--- src/rtl/dmem_arbiter.sv ---
// dmem_arbiter: CPU/host arbiter for a single-port data RAM with host bursts; DMEM_ARB_CONFLICT_CNT_EN adds a conflict counter
module dmem_arbiter #(
  parameter int AW = 8,
  parameter int DW = 8,
  parameter int MAX_HOLD = 4
) (
  input  logic          clk,
  input  logic          reset,
  input  logic          cpu_req,
  input  logic          cpu_we,
  input  logic [AW-1:0] cpu_addr,
  input  logic [DW-1:0] cpu_wdata,
  output logic          cpu_gnt,
  output logic          cpu_rvalid,
  output logic [DW-1:0] cpu_rdata,
  input  logic          host_req,
  input  logic          host_we,
  input  logic          host_lock,
  input  logic [AW-1:0] host_addr,
  input  logic [DW-1:0] host_wdata,
  output logic          host_gnt,
  output logic          host_rvalid,
  output logic [DW-1:0] host_rdata,
  output logic          mem_en,
  output logic          mem_we,
  output logic [AW-1:0] mem_addr,
  output logic [DW-1:0] mem_wdata,
  input  logic [DW-1:0] mem_rdata,
  output logic          busy
`ifdef DMEM_ARB_CONFLICT_CNT_EN
  , output logic [7:0]  conflict_cnt
`endif
);
  typedef enum logic {ARB_RR, ARB_HOST_BURST} arb_t;
  arb_t state, state_n;
  logic last_host, rd_pend, rd_host, cap;
  logic [3:0] hold_cnt;
  logic [DW-1:0] cpu_rq, host_rq;
  // grant selection: burst favours host until the CPU has waited MAX_HOLD host grants
  always_comb begin
    cap = cpu_req && hold_cnt == 4'(MAX_HOLD);
    host_gnt = !reset && host_req && (state == ARB_HOST_BURST ? !cap : !(cpu_req && last_host));
    cpu_gnt = !reset && cpu_req && !host_gnt;
    state_n = host_lock && host_req && (host_gnt || state == ARB_HOST_BURST) ? ARB_HOST_BURST : ARB_RR;
  end
  // memory port mux and read-return routing
  always_comb begin
    mem_en = cpu_gnt | host_gnt;
    mem_we = host_gnt ? host_we : cpu_gnt & cpu_we;
    mem_addr = host_gnt ? host_addr : cpu_gnt ? cpu_addr : '0;
    mem_wdata = host_gnt ? host_wdata : cpu_gnt ? cpu_wdata : '0;
    cpu_rvalid = rd_pend && !rd_host;
    host_rvalid = rd_pend && rd_host;
    cpu_rdata = cpu_rvalid ? mem_rdata : cpu_rq;
    host_rdata = host_rvalid ? mem_rdata : host_rq;
    busy = rd_pend;
  end
  // arbiter state, fairness history, hold counter, owner tag and held read data
  always_ff @(posedge clk or posedge reset) begin
    if (reset) begin
      state <= ARB_RR;
      last_host <= 1'b1;
      hold_cnt <= '0;
      rd_pend <= 1'b0;
      rd_host <= 1'b0;
      cpu_rq <= '0;
      host_rq <= '0;
    end else begin
      state <= state_n;
      last_host <= mem_en ? host_gnt : last_host;
      hold_cnt <= (cpu_gnt || !cpu_req) ? '0 : hold_cnt + 4'(host_gnt);
      rd_pend <= mem_en && !mem_we;
      rd_host <= host_gnt;
      cpu_rq <= cpu_rdata;
      host_rq <= host_rdata;
    end
  end
`ifdef DMEM_ARB_CONFLICT_CNT_EN
  // saturating count of cycles where both sides request
  always_ff @(posedge clk or posedge reset) begin
    if (reset) conflict_cnt <= '0;
    else conflict_cnt <= conflict_cnt + 8'(cpu_req && host_req && conflict_cnt != 8'hFF);
  end
`endif
endmodule

--- config.mk ---
export PLATFORM = sky130hd
export DESIGN_NAME = dmem_arbiter
export DESIGN_NICKNAME = d
export VERILOG_FILES = /design/src/rtl/dmem_arbiter.sv
export SDC_FILE = /design/constraint.sdc
export NUM_CORES = 1
export LEC_CHECK = 0
export CORE_MARGIN = 1
export CORE_UTILIZATION = 39
export CTS_CLUSTER_DIAMETER = 120
export DETAILED_ROUTE_END_ITERATION = 6
export GPL_TIMING_DRIVEN = 0
export HOLD_SLACK_MARGIN = 0.12
export PLACE_DENSITY = 0.85
export SLEW_MARGIN = 10
export SYNTH_ARGS = -nofsm -noshare
export SYNTH_HDL_FRONTEND = slang
export SYNTH_SLANG_ARGS = --single-unit
--- constraint.sdc ---
create_clock -name clk -period 4 [get_ports clk]
set_input_delay 0.4 -clock clk [delete_from_list [all_inputs] [get_ports clk]]
set_output_delay 0.4 -clock clk [all_outputs]
set_load 0.1 [all_outputs]
-- Word-level counts from Yosys, hierarchy flattened
Cells that the tools add are included.
- add/subtract/negate cells: 1
- eq/ne operators: 1
- multiplexer cells: 10
- bitwise operators: 2
- reduce and logical (&&, ||, !) cells: 20
- operators with widths (kind ; number):
    $mux W8 ; 6
    $logic_and A1 B1 Y1 ; 11
    $logic_not A1 Y1 ; 7
    $add A4 B1 Y4 ; 1
    $eq A4 B3 Y1 const B ; 1
    $mux W4 ; 1
    $mux W1 ; 3
    $logic_or A1 B1 Y1 ; 2
    $and A1 B1 Y1 ; 1
    $or A1 B1 Y1 ; 1
- bits in registers: 24
- input bits: 47

-- Longest topological paths before layout
- word-level depth: 11
- mapped depth: 8
- depth with buffers taken out: 7

-- Worst setup path before layout
No wires, ideal clock.
- path kind: flip-flop to output port
- from: register hold_cnt[1]
- to: output port mem_addr[0]
- arrival: 2.955 ns
- setup slack: 0.645 ns
- stages on the path, launching flop included: 5
- cells stage by stage: dfrtp_1 > or4b_4 > a32oi_4 > buf_6 > mux2i_1
- cells in the longest elaborated chain, start to end: 9
- ends and longest elaborated chain (item ; RTL line ; RTL):
    start, declared ; 37 ; logic [3:0] hold_cnt;
    start signal, assigned ; 71 ; hold_cnt <= (cpu_gnt || !cpu_req) ? '0 : hold_cnt + 4'(host_gnt);
    $eq A4 B3 Y1 * ; 41 ; cap = cpu_req && hold_cnt == 4'(MAX_HOLD);
    $logic_and A1 B1 Y1 * ; 41 ;
    $logic_not A1 Y1 * ; 42 ; host_gnt = !reset && host_req && (state == ARB_HOST_BURST ? !cap : !(cpu_req && last_host));
    $mux W1 * ; 42 ;
    $logic_and A1 B1 Y1 * ; 42 ;
    $logic_not A1 Y1 ; 43 ; cpu_gnt = !reset && cpu_req && !host_gnt;
    $logic_and A1 B1 Y1 ; 43 ;
    $mux W8 ; 50 ; mem_addr = host_gnt ? host_addr : cpu_gnt ? cpu_addr : '0;
    $mux W8 * ; 50 ;
    end, declared ; 26 ; output logic [AW-1:0] mem_addr,
Every way passes the cells marked *; elsewhere a longest branch is shown, timed or not.

-- Worst setup path after layout
- from: input port reset
- to: output port mem_wdata[6]
- cells in the longest elaborated chain, start to end: 7
- elaborated cells between the ends (all ways): 8
- classes of those cells: mux (2); reduce/logical (6)
- ends and longest elaborated chain (item ; RTL line ; RTL):
    start, declared ; 8 ; input logic reset,
    $logic_not A1 Y1 (no line) * ; n/a ;
    $logic_and A1 B1 Y1 (2 in series) ; 42 ;
    $logic_not A1 Y1 ; 43 ;
    $logic_and A1 B1 Y1 ; 43 ;
    $mux W8 ; 51 ; mem_wdata = host_gnt ? host_wdata : cpu_gnt ? cpu_wdata : '0;
    $mux W8 * ; 51 ;
    end, declared ; 27 ; output logic [DW-1:0] mem_wdata,
Marked as above.

==> flow_metrics.env <==
export IMPL_grt_max_degree=27
export IMPL_dp_hpwl_um=2760
export IMPL_path_common_cell="clkdlybuf4s50_1"
export IMPL_synth_top_family_by_area="multiplexers"
export IMPL_synth_compound_area_share_pct=4.46
export IMPL_irDropWorstVdd_v=0.000295
export IMPL_maxSlewViolCount=0
export IMPL_postRouteAntennaNets=0
export IMPL_root_buffer="clkbuf_4"
export IMPL_antenna_cells=0
export IMPL_worstSetupEndpointType="output port"
export IMPL_cts_resized=0
export IMPL_yosys_warnings=0
export IMPL_start_util_pct=42.7
export IMPL_start_kind="input port"
export IMPL_dpl_cell_count=258
export IMPL_crit_family="buffers and inverters"
export IMPL_cts_num_sinks=24
export IMPL_use_met3_pct=5.97
export IMPL_use_met1_pct=19.0
export IMPL_multi_input_area_sq_um=627
export IMPL_worst_slack_ns=0.0866
export IMPL_global_route_overflow_total=0
export IMPL_grt_busiest_layer="met2"
export IMPL_fmax_ghz=0.256
export IMPL_max_stage_delay_ns=1.17
export IMPL_cp_cell_sequence="clkdlybuf4s50_1 -> inv_1 -> a32oi_4 -> buf_6 -> mux2i_1 -> clkdlybuf4s50_1"
export IMPL_clk_pin_slew_worst_paths_ns=0.12
export IMPL_slowest_stage="clkdlybuf4s50_1"
export IMPL_synth_edff_count=0
export IMPL_finalCritPeriodShare_pct=97.8
export IMPL_cts_buffer_depth=2
export IMPL_drt_iter0_drc=35
export IMPL_place_ws_ns=0.0192
export IMPL_maxCapViolCount=0
export IMPL_synth_xor_area_share_pct=1.30
export IMPL_antenna_found_initial=0
export IMPL_required_ns=3.60
export IMPL_critPathKind="input port to output port"
export IMPL_drc_errors=0
export IMPL_vias=1225
export IMPL_leakagePower_nw=1.10
export IMPL_setup_violations=0
export IMPL_core_sq_um=3150
export IMPL_final_common_cell="clkdlybuf4s50_1"
export IMPL_gp_routability_congestion=0.765
export IMPL_hold_violations=0
export IMPL_layout_common_cells="85 x clkdlybuf4s50_1, 23 x dfrtp_1, 20 x inv_1"
export IMPL_yosys_mux_area_fraction_pct=26.8
export IMPL_io_pins=86
export IMPL_rows=20
export IMPL_worstMarginPinSlew_ns=0.993
export IMPL_fill_cells=245
export IMPL_rsz0062_at_grt="yes"
export IMPL_fin_crit_ns=3.91
export IMPL_post_layout_nonfiller_instances=262
export IMPL_die_w_um=60.8
export IMPL_ys_flop_type="dfrtp_1"
export IMPL_die_y_um=60.8
export IMPL_layout_drive_gt1_share_pct=5.96
export IMPL_status="complete, no violations"
export IMPL_die_area_sq_um=3690
export IMPL_min_path_type="flop to flop"
export IMPL_slew_headroom_pct=33.6
export IMPL_syn_to_final_growth_pct=70.0
export IMPL_syn_nets=178
export IMPL_cts_buffers=3
export IMPL_h_tree_depth=1
export IMPL_grt_pass1_wl_um=5330
export IMPL_post_cts_setup_buffers=0
export IMPL_r2r_start="hold_cnt[1]"
export IMPL_grt_pass1_vias=1292
export IMPL_ys_seq_area_share_pct=44.7
export IMPL_crit_start="reset"
export IMPL_synth_cells=129
export IMPL_design_area_sq_um=2290
export IMPL_holdBufCountCts=0
export IMPL_drt_first_pass_iters=3
export IMPL_synthSimpleGateAreaFrac_pct=12.2
export IMPL_synthesis_area_sq_um=1350
export IMPL_path_buf_inv=4
export IMPL_worst_hold_slack_ns=0.504
export IMPL_nets=268
export IMPL_synth_adder_area_share_pct=1.86
export IMPL_synth_distinct_cells=27
export IMPL_cp_arrival_ns=3.51
export IMPL_power_density_nw_per_um2=551
export IMPL_min_from="last_host"
export IMPL_grtUsageTotal_pct=19.7
export IMPL_insertion_delay_ns=0.32
export IMPL_async_flop_share_pct=100
export IMPL_gr_usage_met2_pct=38.1
export IMPL_skew_ns=0.00122
export IMPL_routed_wl_um=3380
export IMPL_ys_ff_latch=24
export IMPL_syn_area_per_cell_sq_um=10.4
export IMPL_post_drt_wl_per_cell_um=12.9
export IMPL_seq_area_sq_um=602
export IMPL_crit_fanout=26
export IMPL_vias_per_cell=4.68
export IMPL_postPlaceCellArea_sq_um=2250
export IMPL_cts_tree="yes"
export IMPL_io_buffer_count=85
## cell type report
type / count / share of cell area (%)
inverters: 22 / 3.61
well taps: 44 / 2.41
clock buffers: 4 / 1.59
flip-flops and latches: 24 / 26.3
repair buffers: 85 / 37.2
plain buffers: 5 / 1.53
multi-input cells: 78 / 27.4
## layer usage
metal  routed length [um]  vias up
li1                     -      596
met1                 1290      560
met2                 1710       65
met3                  325        4
met4                   52        0
met5                    0        -
## worst reg2reg max path: stages (launching register included)
cell and delay [ns]:
dfrtp_1 0.42, or4b_4 0.58, a32oi_4 0.24, buf_6 0.20
inv_2 0.07, ha_1 0.21, ha_1 0.20, xnor2_1 0.16
nor3_1 0.06
## kinds of logic after synthesis
| family | Yosys count |
|---|---|
| AO/OA/AOI/OAI | 6 |
| XOR/XNOR | 2 |
| adder cells (fa/ha/maj) | 2 |
| buffers and inverters | 27 |
| flip-flops | 24 |
| multiplexers | 34 |
| AND/OR/NAND/NOR | 34 |
## final timing paths
kind                                      to  slack (ns)  cells past startpoint
worst max-delay path            mem_wdata[6]        0.09                      6
worst min-delay path               last_host        0.50                      2
worst max register to register   hold_cnt[2]        1.74                      8
worst min register to register     last_host        0.50                      2
max in group asynchronous          cpu_rq[2]        2.67                      2
min in group asynchronous        hold_cnt[0]        0.75                      2
## flip-flops by register name, indices dropped and copies added, names as in the netlist
signal and cells:
cpu_rq 8, host_rq 8, hold_cnt 4, state 1, last_host 1, rd_host 1
busy 1
## through the flow
step / total power [mW] / util [%] / setup TNS (ns)
final: 1.26 / 72.6 / 0
after global routing: 1.30 / 72.6 / -1.62
after CTS: 1.27 / 72.6 / 0
after detailed placement: 1.15 / 71.4 / 0
after global placement: 1.13 / 71.4 / 0
after floorplan: 0.944 / - / 0
## where the power goes
group / switching (mW) / total [mW] / leakage (nW) / internal (mW)
Combinational: 0.618 / 0.821 / 0.783 / 0.203
Sequential: 0.0160 / 0.314 / 0.292 / 0.298
Clock: 0.0703 / 0.126 / 0.0210 / 0.0558
Total: 0.704 / 1.26 / 1.10 / 0.557
## cells in the mapped netlist, types with 2 or more instances
library cell  count  area share, %
mux2_1           16             13
nand2b_1          2           0.93
nor2_1            4            1.1
o21ai_1           2           0.74
clkbuf_1          2           0.56
nor3b_1           2            1.1
inv_2             2           0.56
nor3_1            2           0.74
dfrtp_1          23             43
nand2_1          19            5.3
ha_1              2            1.9
mux2i_1          18             13
buf_6             2            1.7
inv_1            20            5.6
Note: power is estimated with default switching activity, not from simulation.
